$ cat config.mk
export PLATFORM = sky130hd
export DESIGN_NAME = bcd_7seg_scan_driver
export DESIGN_NICKNAME = d
export VERILOG_FILES = /design/src/rtl/bcd_7seg_scan_driver.sv
export SDC_FILE = /design/constraint.sdc
export NUM_CORES = 1
export LEC_CHECK = 0
export CAP_MARGIN = 15
export CORE_MARGIN = 2
export CORE_UTILIZATION = 50
export DETAILED_ROUTE_END_ITERATION = 10
export DONT_BUFFER_PORTS = 1
export PLACE_DENSITY = 0.66
export SKIP_LAST_GASP = 1
export SYNTH_ARGS = -nofsm -noshare
export SYNTH_HDL_FRONTEND = slang
export SYNTH_SLANG_ARGS = --single-unit
$ cat constraint.sdc
create_clock -name clk -period 5.35 [get_ports clk]
set_clock_uncertainty 0.15 [all_clocks]
set_input_delay 0.2675 -clock clk [delete_from_list [all_inputs] [get_ports clk]]
set_output_delay 0.2675 -clock clk [all_outputs]
set_load 0.005 [all_outputs]
$ cat src/rtl/bcd_7seg_scan_driver.sv
`default_nettype none
// ============================================================================
// Module      : bcd_7seg_scan_driver
// Description : Multi-digit BCD to 7-segment scan driver. Latches N BCD digits
//               and decimal points into a shadow register, time-multiplexes
//               them onto one shared segment bus with a per-digit enable,
//               blanking gap, leading-zero suppression, selectable polarity
//               and sticky invalid-code detection.
// Revision    : 1.0 - initial release
// ============================================================================
module bcd_7seg_scan_driver #(
    parameter int N_DIGITS       = 4,
    parameter int SCAN_DIV       = 50000,
    parameter int BLANK_CYCLES   = 2,
    parameter int SEG_ACTIVE_LOW = 0,
    parameter int AN_ACTIVE_LOW  = 1,
    parameter int BLANK_LEADING  = 1,
    localparam int IDX_W         = (N_DIGITS > 1) ? $clog2(N_DIGITS) : 1
) (
    input  logic                  clk,
    input  logic                  reset,
    input  logic                  enable,
    input  logic                  load,
    input  logic [4*N_DIGITS-1:0] bcd_in,
    input  logic [N_DIGITS-1:0]   dp_in,
    input  logic                  clr_err,
    output logic [7:0]            seg_out,
    output logic [N_DIGITS-1:0]   an_out,
    output logic [IDX_W-1:0]      digit_idx,
    output logic                  frame_tick,
    output logic                  err
);

    localparam int PRESC_W = (SCAN_DIV > 2) ? $clog2(SCAN_DIV) : 1;

    localparam logic [PRESC_W-1:0]  c_presc_last = PRESC_W'(SCAN_DIV - 1);
    localparam logic [IDX_W-1:0]    c_idx_last   = IDX_W'(N_DIGITS - 1);
    localparam logic [7:0]          c_seg_off    = (SEG_ACTIVE_LOW != 0) ? 8'hFF : 8'h00;
    localparam logic [N_DIGITS-1:0] c_an_off     = (AN_ACTIVE_LOW != 0) ? {N_DIGITS{1'b1}}
                                                                        : {N_DIGITS{1'b0}};

    // Illegal configurations are rejected while elaborating
    generate
        if (N_DIGITS < 1 || N_DIGITS > 8 || SCAN_DIV < 2 ||
            BLANK_CYCLES < 0 || BLANK_CYCLES >= SCAN_DIV) begin : g_param_check
            $error("bcd_7seg_scan_driver: illegal N_DIGITS/SCAN_DIV/BLANK_CYCLES");
        end
    endgenerate

    logic [PRESC_W-1:0]    r_presc;
    logic [IDX_W-1:0]      r_idx;
    logic [4*N_DIGITS-1:0] r_bcd;
    logic [N_DIGITS-1:0]   r_dp;
    logic                  r_err;
    logic                  r_frame_tick;
    logic [7:0]            r_seg;
    logic [N_DIGITS-1:0]   r_an;

    logic                  w_presc_last;
    logic                  w_idx_last;
    logic                  w_slot_open;
    logic [N_DIGITS-1:0]   w_zero;
    logic [N_DIGITS-1:0]   w_lead_zero;
    logic [3:0]            w_sel_bcd;
    logic                  w_sel_dp;
    logic                  w_sel_lz;
    logic                  w_blank;
    logic                  w_any_bad;
    logic [7:0]            w_seg_raw;
    logic [7:0]            w_seg_next;
    logic [N_DIGITS-1:0]   w_an_active;
    logic [N_DIGITS-1:0]   w_an_next;

    // Segment pattern abcdefg, lit = 1; codes above 9 show a dash
    function automatic logic [6:0] f_decode(input logic [3:0] d);
        logic [6:0] s;
        case (d)
            4'd0:    s = 7'b1111110;
            4'd1:    s = 7'b0110000;
            4'd2:    s = 7'b1101101;
            4'd3:    s = 7'b1111001;
            4'd4:    s = 7'b0110011;
            4'd5:    s = 7'b1011011;
            4'd6:    s = 7'b1011111;
            4'd7:    s = 7'b1110000;
            4'd8:    s = 7'b1111111;
            4'd9:    s = 7'b1111011;
            default: s = 7'b0000001;
        endcase
        return s;
    endfunction

    assign w_presc_last = (r_presc == c_presc_last);
    assign w_idx_last   = (r_idx == c_idx_last);

    // The first BLANK_CYCLES clocks of each slot keep every digit dark
    generate
        if (BLANK_CYCLES == 0) begin : g_no_blank
            assign w_slot_open = 1'b1;
        end else begin : g_blank
            assign w_slot_open = (r_presc >= PRESC_W'(BLANK_CYCLES));
        end
    endgenerate

    // w_lead_zero[k]: shadow digits k..N_DIGITS-1 are all zero (codes 10..15 count as non-zero)
    generate
        for (genvar k = 0; k < N_DIGITS; k++) begin : g_lead_zero
            assign w_zero[k] = (r_bcd[4*k +: 4] == 4'd0);
            if (k == N_DIGITS - 1) begin : g_top
                assign w_lead_zero[k] = w_zero[k];
            end else begin : g_chain
                assign w_lead_zero[k] = w_zero[k] & w_lead_zero[k+1];
            end
        end
    endgenerate

    // Select the shadow nibble, dp and blanking flag of the current digit
    always_comb begin
        w_sel_bcd = 4'd0;
        w_sel_dp  = 1'b0;
        w_sel_lz  = 1'b0;
        for (int k = 0; k < N_DIGITS; k++) begin
            if (r_idx == IDX_W'(k)) begin
                w_sel_bcd = r_bcd[4*k +: 4];
                w_sel_dp  = r_dp[k];
                w_sel_lz  = w_lead_zero[k];
            end
        end
    end

    // Flag any incoming nibble outside the BCD range
    always_comb begin
        w_any_bad = 1'b0;
        for (int k = 0; k < N_DIGITS; k++) begin
            if (bcd_in[4*k +: 4] > 4'd9) begin
                w_any_bad = 1'b1;
            end
        end
    end

    // Digit 0 is never blanked; a blanked digit still shows its decimal point
    assign w_blank    = (BLANK_LEADING != 0) && w_sel_lz && (r_idx != '0);
    assign w_seg_raw  = {(w_blank ? 7'b0000000 : f_decode(w_sel_bcd)), w_sel_dp};
    assign w_seg_next = (SEG_ACTIVE_LOW != 0) ? ~w_seg_raw : w_seg_raw;

    // One-hot digit enable, only while scanning and past the blank gap
    always_comb begin
        w_an_active = '0;
        if (enable && w_slot_open) begin
            for (int k = 0; k < N_DIGITS; k++) begin
                if (r_idx == IDX_W'(k)) begin
                    w_an_active[k] = 1'b1;
                end
            end
        end
    end

    assign w_an_next = (AN_ACTIVE_LOW != 0) ? ~w_an_active : w_an_active;

    // Prescaler and digit index; frame_tick pulses the cycle after the wrap edge
    always_ff @(posedge clk or posedge reset) begin
        if (reset) begin
            r_presc      <= '0;
            r_idx        <= '0;
            r_frame_tick <= 1'b0;
        end else begin
            r_frame_tick <= enable && w_presc_last && w_idx_last;
            if (enable) begin
                if (w_presc_last) begin
                    r_presc <= '0;
                    r_idx   <= w_idx_last ? '0 : r_idx + 1'b1;
                end else begin
                    r_presc <= r_presc + 1'b1;
                end
            end
        end
    end

    // Shadow register and sticky error; a bad load beats a simultaneous clear
    always_ff @(posedge clk or posedge reset) begin
        if (reset) begin
            r_bcd <= '0;
            r_dp  <= '0;
            r_err <= 1'b0;
        end else begin
            if (load) begin
                r_bcd <= bcd_in;
                r_dp  <= dp_in;
            end
            if (load && w_any_bad) begin
                r_err <= 1'b1;
            end else if (clr_err) begin
                r_err <= 1'b0;
            end
        end
    end

    // Registered pin drivers, one clock behind index and shadow
    always_ff @(posedge clk or posedge reset) begin
        if (reset) begin
            r_seg <= c_seg_off;
            r_an  <= c_an_off;
        end else begin
            r_seg <= w_seg_next;
            r_an  <= w_an_next;
        end
    end

    assign seg_out    = r_seg;
    assign an_out     = r_an;
    assign digit_idx  = r_idx;
    assign frame_tick = r_frame_tick;
    assign err        = r_err;

endmodule
`default_nettype wire

* Word level (Yosys, flattened, before mapping)
Memories as Yosys holds them, arrays and structs flattened. Index checks and enable logic that the tools add are counted.
Storage, ports and cells: ROM bits 112, bits of input ports 25, register bits 52, memories kept 1, word-level logic and storage cells 63
Memory list:
- (name not given) | words 16, bits a word 7, rd ports 1, clocked after memory_dff 0, wr ports 0, line 77 | case (d)
Cells by class: $add $sub $neg 2, reductions and logical operators 13, magnitude comparators 5, mux-type cells 26, equal/unequal tests 4, bitwise operators 4
Operators with widths (count):
- 2-to-1 mux 4 bit | 5
- 2-to-1 mux 1 bit | 18
- adder 16 x 1 -> 16 bit, second input constant | 1
- == test 16 bit, second input constant | 1
- >= comparator 16 x 2 -> 1 bit, second input constant | 1
- > comparator 4 bit, second input constant | 4
- logical NOT 4 bit | 4
- 2-to-1 mux 16 bit | 1
- 2-to-1 mux 7 bit | 1
- logical AND 1 bit | 5
- == test 2 bit, second input constant | 2
- inverter 4 bit | 1
- nonzero test 2 bit | 2
- bitwise AND 1 bit | 3
- adder 2 x 1 -> 2 bit, second input constant | 1
- == test 2 x 1 -> 1 bit, second input constant | 1
- logical NOT 2 bit | 1
- 2-to-1 mux 2 bit | 1
- AND reduction 2 bit | 1

* Logic depth before layout (Yosys ltp)
depth in word-level cells 10, depth in mapped cells 12, mapped depth without buffers 11

* Least setup slack after synthesis
No wires, ideal clock.
kind register to register, from register r_idx[1] (netlist: digit_idx[1]), to register r_seg[4] (netlist: seg_out[4]), library setup time 0.127 ns, data required time 5.073 ns, stages on the path, launching flop included 10, slack 3.235 ns, clock period less this slack 2.115 ns, arrival time 1.838 ns, path through dfrtp_1 inv_1 ha_1 buf_6 nor2b_4 a22oi_1 a221o_1 ha_1 a21oi_1 o21ai_0
On the way: longest elaborated chain between the ends 7
RTL lines:
- from (decl) | line 51 | logic [IDX_W-1:0] r_idx;
- from (signal assigned) | line 171 | r_idx <= w_idx_last ? '0 : r_idx + 1'b1;
- logical NOT 2 bit | line 123 | if (r_idx == IDX_W'(k)) begin
- 2-to-1 mux 4 bit or 2-to-1 mux 1 bit (tied branches) (4 in a row) | line 123
- memory (16 x 7 bit) or logical AND 1 bit (tied branches)
- 2-to-1 mux 7 bit (*) | line 143 | assign w_seg_raw = {(w_blank ? 7'b0000000 : f_decode(w_sel_bcd)), w_sel_dp};
- via w_seg_next[4] | line 70 | logic [7:0] w_seg_next;
- to (signal assigned) | line 201 | r_seg <= c_seg_off;
- to (signal assigned) | line 204 | r_seg <= w_seg_next;
- to (decl) | line 56 | logic [7:0] r_seg;
Mark *: on every way through the listed nets, which the timed path passes. The rest lies on a longest branch. A chain may end at the register's enable or synchronous reset.

* Worst setup path in the final report
from register r_idx[1] (netlist: digit_idx[1]), to register r_seg[6] (netlist: seg_out[6])
The elaborated chain is that of the path after synthesis.

==> impl_results.md <==
- Global-route wire length before repair: approximately 8400 µm
- Number of cells on the worst hold path: 3
- End point of the most critical hold path: r_presc[3]
- Clock sink total: between 50 and 60
- P_sw: about 0.25 mW
- Antenna violations before repair: 0
- Number of nets in the finished design: around 300
- Area of the die: 0.00559 mm²
- Min-Delay Path Class: in2reg
- Setup crit start kind: register
- Period utilisation layout: 0.458
- Clock group share of total power: 0.305
- Placer congestion estimate: between 0.7 and 0.8
- Area share of the leading cell type in the synthesized netlist: 0.480
- Number of diodes: 0
- Syn Area/Cell: roughly 11 µm²
- Number of synthesized flops with an enable pin: 0
- Setup slack on the worst flop-to-flop path: a little under 3 ns
- Launching point of the worst reg2reg path: digit_idx[1]
- Required time worst endpoint: about 5.4 ns
- Worst skew pair latency: 0.31 ns
- Standard cell with the maximum stage delay on the critical path: dfrtp_1
- Cell internal pwr: between 0.6 and 0.7 mW
- Critical setup path kind: reg2reg
- Fmax: between 0.4 and 0.5 GHz
- Area fraction in compound gates after synthesis: 0.0939
- Deepest level of the CTS H-tree: 2
- Initial Utilization: 0.523
- Vias per inst: about 5.4
- Crit path max fanout: 9
- Most frequently used cell type in the post-synthesis netlist: dfrtp_1
- Fraction of power consumed by combinational cells: 0.164
- DRC viols: 0
- Die Width: approximately 75 µm
- Maximum vdd drop: 0.000177 V
- Most instantiated cells after synthesis: dfrtp_1 (48), mux2_2 (20), nand2_1 (20)
- Depth of the most critical reg-to-reg path: 9
- Share of post-route cells with drive strength above 1: 0.160
- Number of distinct library cells after synthesis: 42
- Wirelength, routed: ~4900 µm
- Core ar.: 0.00479 mm²
- Worst relative slew slack: 0.388
- Ordered list of cells on the worst path: inv_1, ha_1, nor2b_4, a22oi_1, a221o_1, ha_1, nand2_1, nand2_1, a21oi_1
- Dominant combinational cell family by area after synthesis: simple AND/OR/NAND/NOR gates
- Fraction of the yosys area taken by sequential cells: 0.521
- Vertical die dimension: approximately 75 µm
- Detailed router's first-iteration violation count: ~120
- Iteration count of the initial detailed-routing pass: 4
- Library cell used as clock root buffer: clkbuf_8
- Basic-gate share of the synthesized area counting and, or, nand and nor cells: 0.152
- Top area cells in the synthesized netlist: dfrtp_1 (48%), mux2_2 (9.0%), ha_1 (5.5%), dfstp_2 (4.2%), nand2_1 (3.0%)
- Crit. End Element: register
- Slew @ Worst Pin: 0.916 ns
- Maximum root-to-sink buffer count: 2
- Post-synth top area cell: dfrtp_1
- Aggregate negative setup slack: 0 ns
- Boundary pin count: 41
- Detailed-route wire length per cell: ~15 µm
- Min Clock Period, post-route: approximately 2.4 ns
- Count of endpoints failing hold in the final timing report: 0
- Outcome: complete, no violations
- Total overflow reported by the global router: 0
- Net count after synthesis: about 260
- Placed wire-length estimate: 3240 µm
- Power density of the placed cells: 320 mW/mm²
- Number of global-route vias before repair: between 1.5k and 2k
- Cells after Synth: around 230
- Critical path arrival: ~2.5 ns
- Count of port buffers added during placement: 0
- Worst min-delay path startpoint: enable
- Most used flip-flop cell after synthesis: dfrtp_1
- Pin count of the biggest net entering global routing: 53
- Number of resized instances in the post-cts repair step: 0
- RSZ-0062 raised after global routing: no
- Synth Area in Adders: 0.0549
- Share of cell area taken by muxes after synthesis: 0.0979
- Maximum capacitance violations: 0
- Synth async-reset ratio: 1.00
- CTS buffer count: 5
- Leakage dissipation: 1.33 nW
- Synthesis-stage register bit count: between 50 and 60
- Sequential fraction of design power: 0.531
- Count of final max-slew check failures: 0
- Maximum single-stage delay on the critical path: roughly 0.45 ns
- Number of warnings reported in the yosys synthesis log: 0
- Clock-pin slew on the worst setup and hold paths: roughly 0.09 ns
- Post-synthesis instance area: about 0.0025 mm²
- Count of standard-cell rows: 25
- Endpoint of the most critical register-to-register path: seg_out[6]
- Xor/xnor share of the synthesized area: 0.0455
- Synthesis-to-layout area growth: 18.2%
- Total Power Consumption: about 0.95 mW
- Total vias in the final route: between 1.5k and 2k
- Post-detailed-route count of antenna-violating nets: 0
- CTS tree: done
- Switching power share of the total: 0.268
- Overall global routing resource usage: 0.200
- Final setup violating endpoints: 0
[worst max-delay path, delay by kind of cell, from the launching register on]
kind	cells	cell delay, ns
adder cells (fa/ha/maj)	2	0.65
buffers and inverters	1	0.09
AO/OA/AOI/OAI	3	0.71
flip-flops	1	0.45
AND/OR/NAND/NOR	3	0.31
[cells in the final DEF (no fill, tap or decap), types with 2 or more instances in the layout]
cell            n
xor2_1          6
inv_1          12
mux2i_1         2
nand2b_1        4
nor2_1         19
mux2_2         20
nor3_1          5
nand2_1        20
nand4_1         5
xnor2_1         7
and3_1          5
a22oi_1         3
nor4_1          4
clkbuf_8        7
a21oi_1         8
ha_1           11
o21ai_0        12
nand3_1         4
o211ai_1        2
dlygate4sd3_1  25
a221o_1         2
dfrtp_1        48
dfstp_2         4
[final cells by class]
type,count,area (µm²)
Fill cell,398,1830
Sequential cell,52,1310
Multi-Input combinational cell,156,1110
Timing Repair Buffer,28,283
Clock buffer,7,96.3
Tap cell,67,83.8
Inverter,13,48.8
Clock inverter,1,30.0
[sequential cells by signal, indices dropped and copies added, names as in the netlist]
name / count
an_out: 4
r_dp: 4
seg_out: 8
r_presc: 16
frame_tick: 1
digit_idx: 2
r_bcd: 16
err: 1
[layer usage]
| layer | global-route usage | part of all wire | vias to the layer above |
|---|---|---|---|
| met2 | 0.335 | 0.51 | 52 |
| met3 | 0.0482 | 0.044 | 11 |
| li1 | - | - | 842 |
| met5 | 0 | 0 | - |
| met1 | 0.249 | 0.43 | 851 |
| met4 | 0.0813 | 0.023 | 0 |
[worst max-delay path by stage]
stage	slack (ns)	endpoint	start
global placement	2.65	seg_out[1]	digit_idx[1]
CTS	2.54	seg_out[2]	digit_idx[0]
floorplan	3.24	seg_out[4]	digit_idx[1]
detailed placement	2.60	seg_out[2]	digit_idx[1]
global route	2.70	seg_out[6]	digit_idx[0]
finish	2.90	seg_out[6]	digit_idx[1]
[what timing repair did]
item / 4_1_cts / 5_1_grt
hold buffers: 25 / 0
buffers inserted: 0 / 0
hold endpoints to repair: 72 / 0
setup endpoints to repair: 0 / 0
[through the flow]
step / instances / setup WS [ns] / utilization / area, µm² / hold slack (ns)
2_1_floorplan: 228 / 3.24 / - / 2500 / 0.214
3_3_place_gp: 289 / 2.65 / 0.535 / 2560 / 0.217
3_5_place_dp: 289 / 2.60 / 0.535 / 2560 / 0.216
4_1_cts: 322 / 2.54 / 0.613 / 2940 / 0.0449
5_1_grt: 324 / 2.70 / 0.619 / 2960 / 0.0499
6_report: 324 / 2.90 / 0.619 / 2960 / 0.0500
[power groups by stage]
stage / sequential, mW / clock, mW / combinational [mW]
global route: 0.514 / 0.314 / 0.180
global placement: 0.511 / 0 / 0.132
finish: 0.504 / 0.289 / 0.156
CTS: 0.503 / 0.297 / 0.154
detailed placement: 0.511 / 0 / 0.134
floorplan: 0.495 / 0 / 0.118
[cells by family after synthesis]
| group | after synthesis |
|---|---|
| simple gates | 75 |
| flops | 52 |
| compound gates | 35 |
| mux | 22 |
| buf+inv | 20 |
| xor+xnor | 13 |
| fa+ha+maj | 11 |
(Power assumes the default switching activity.)
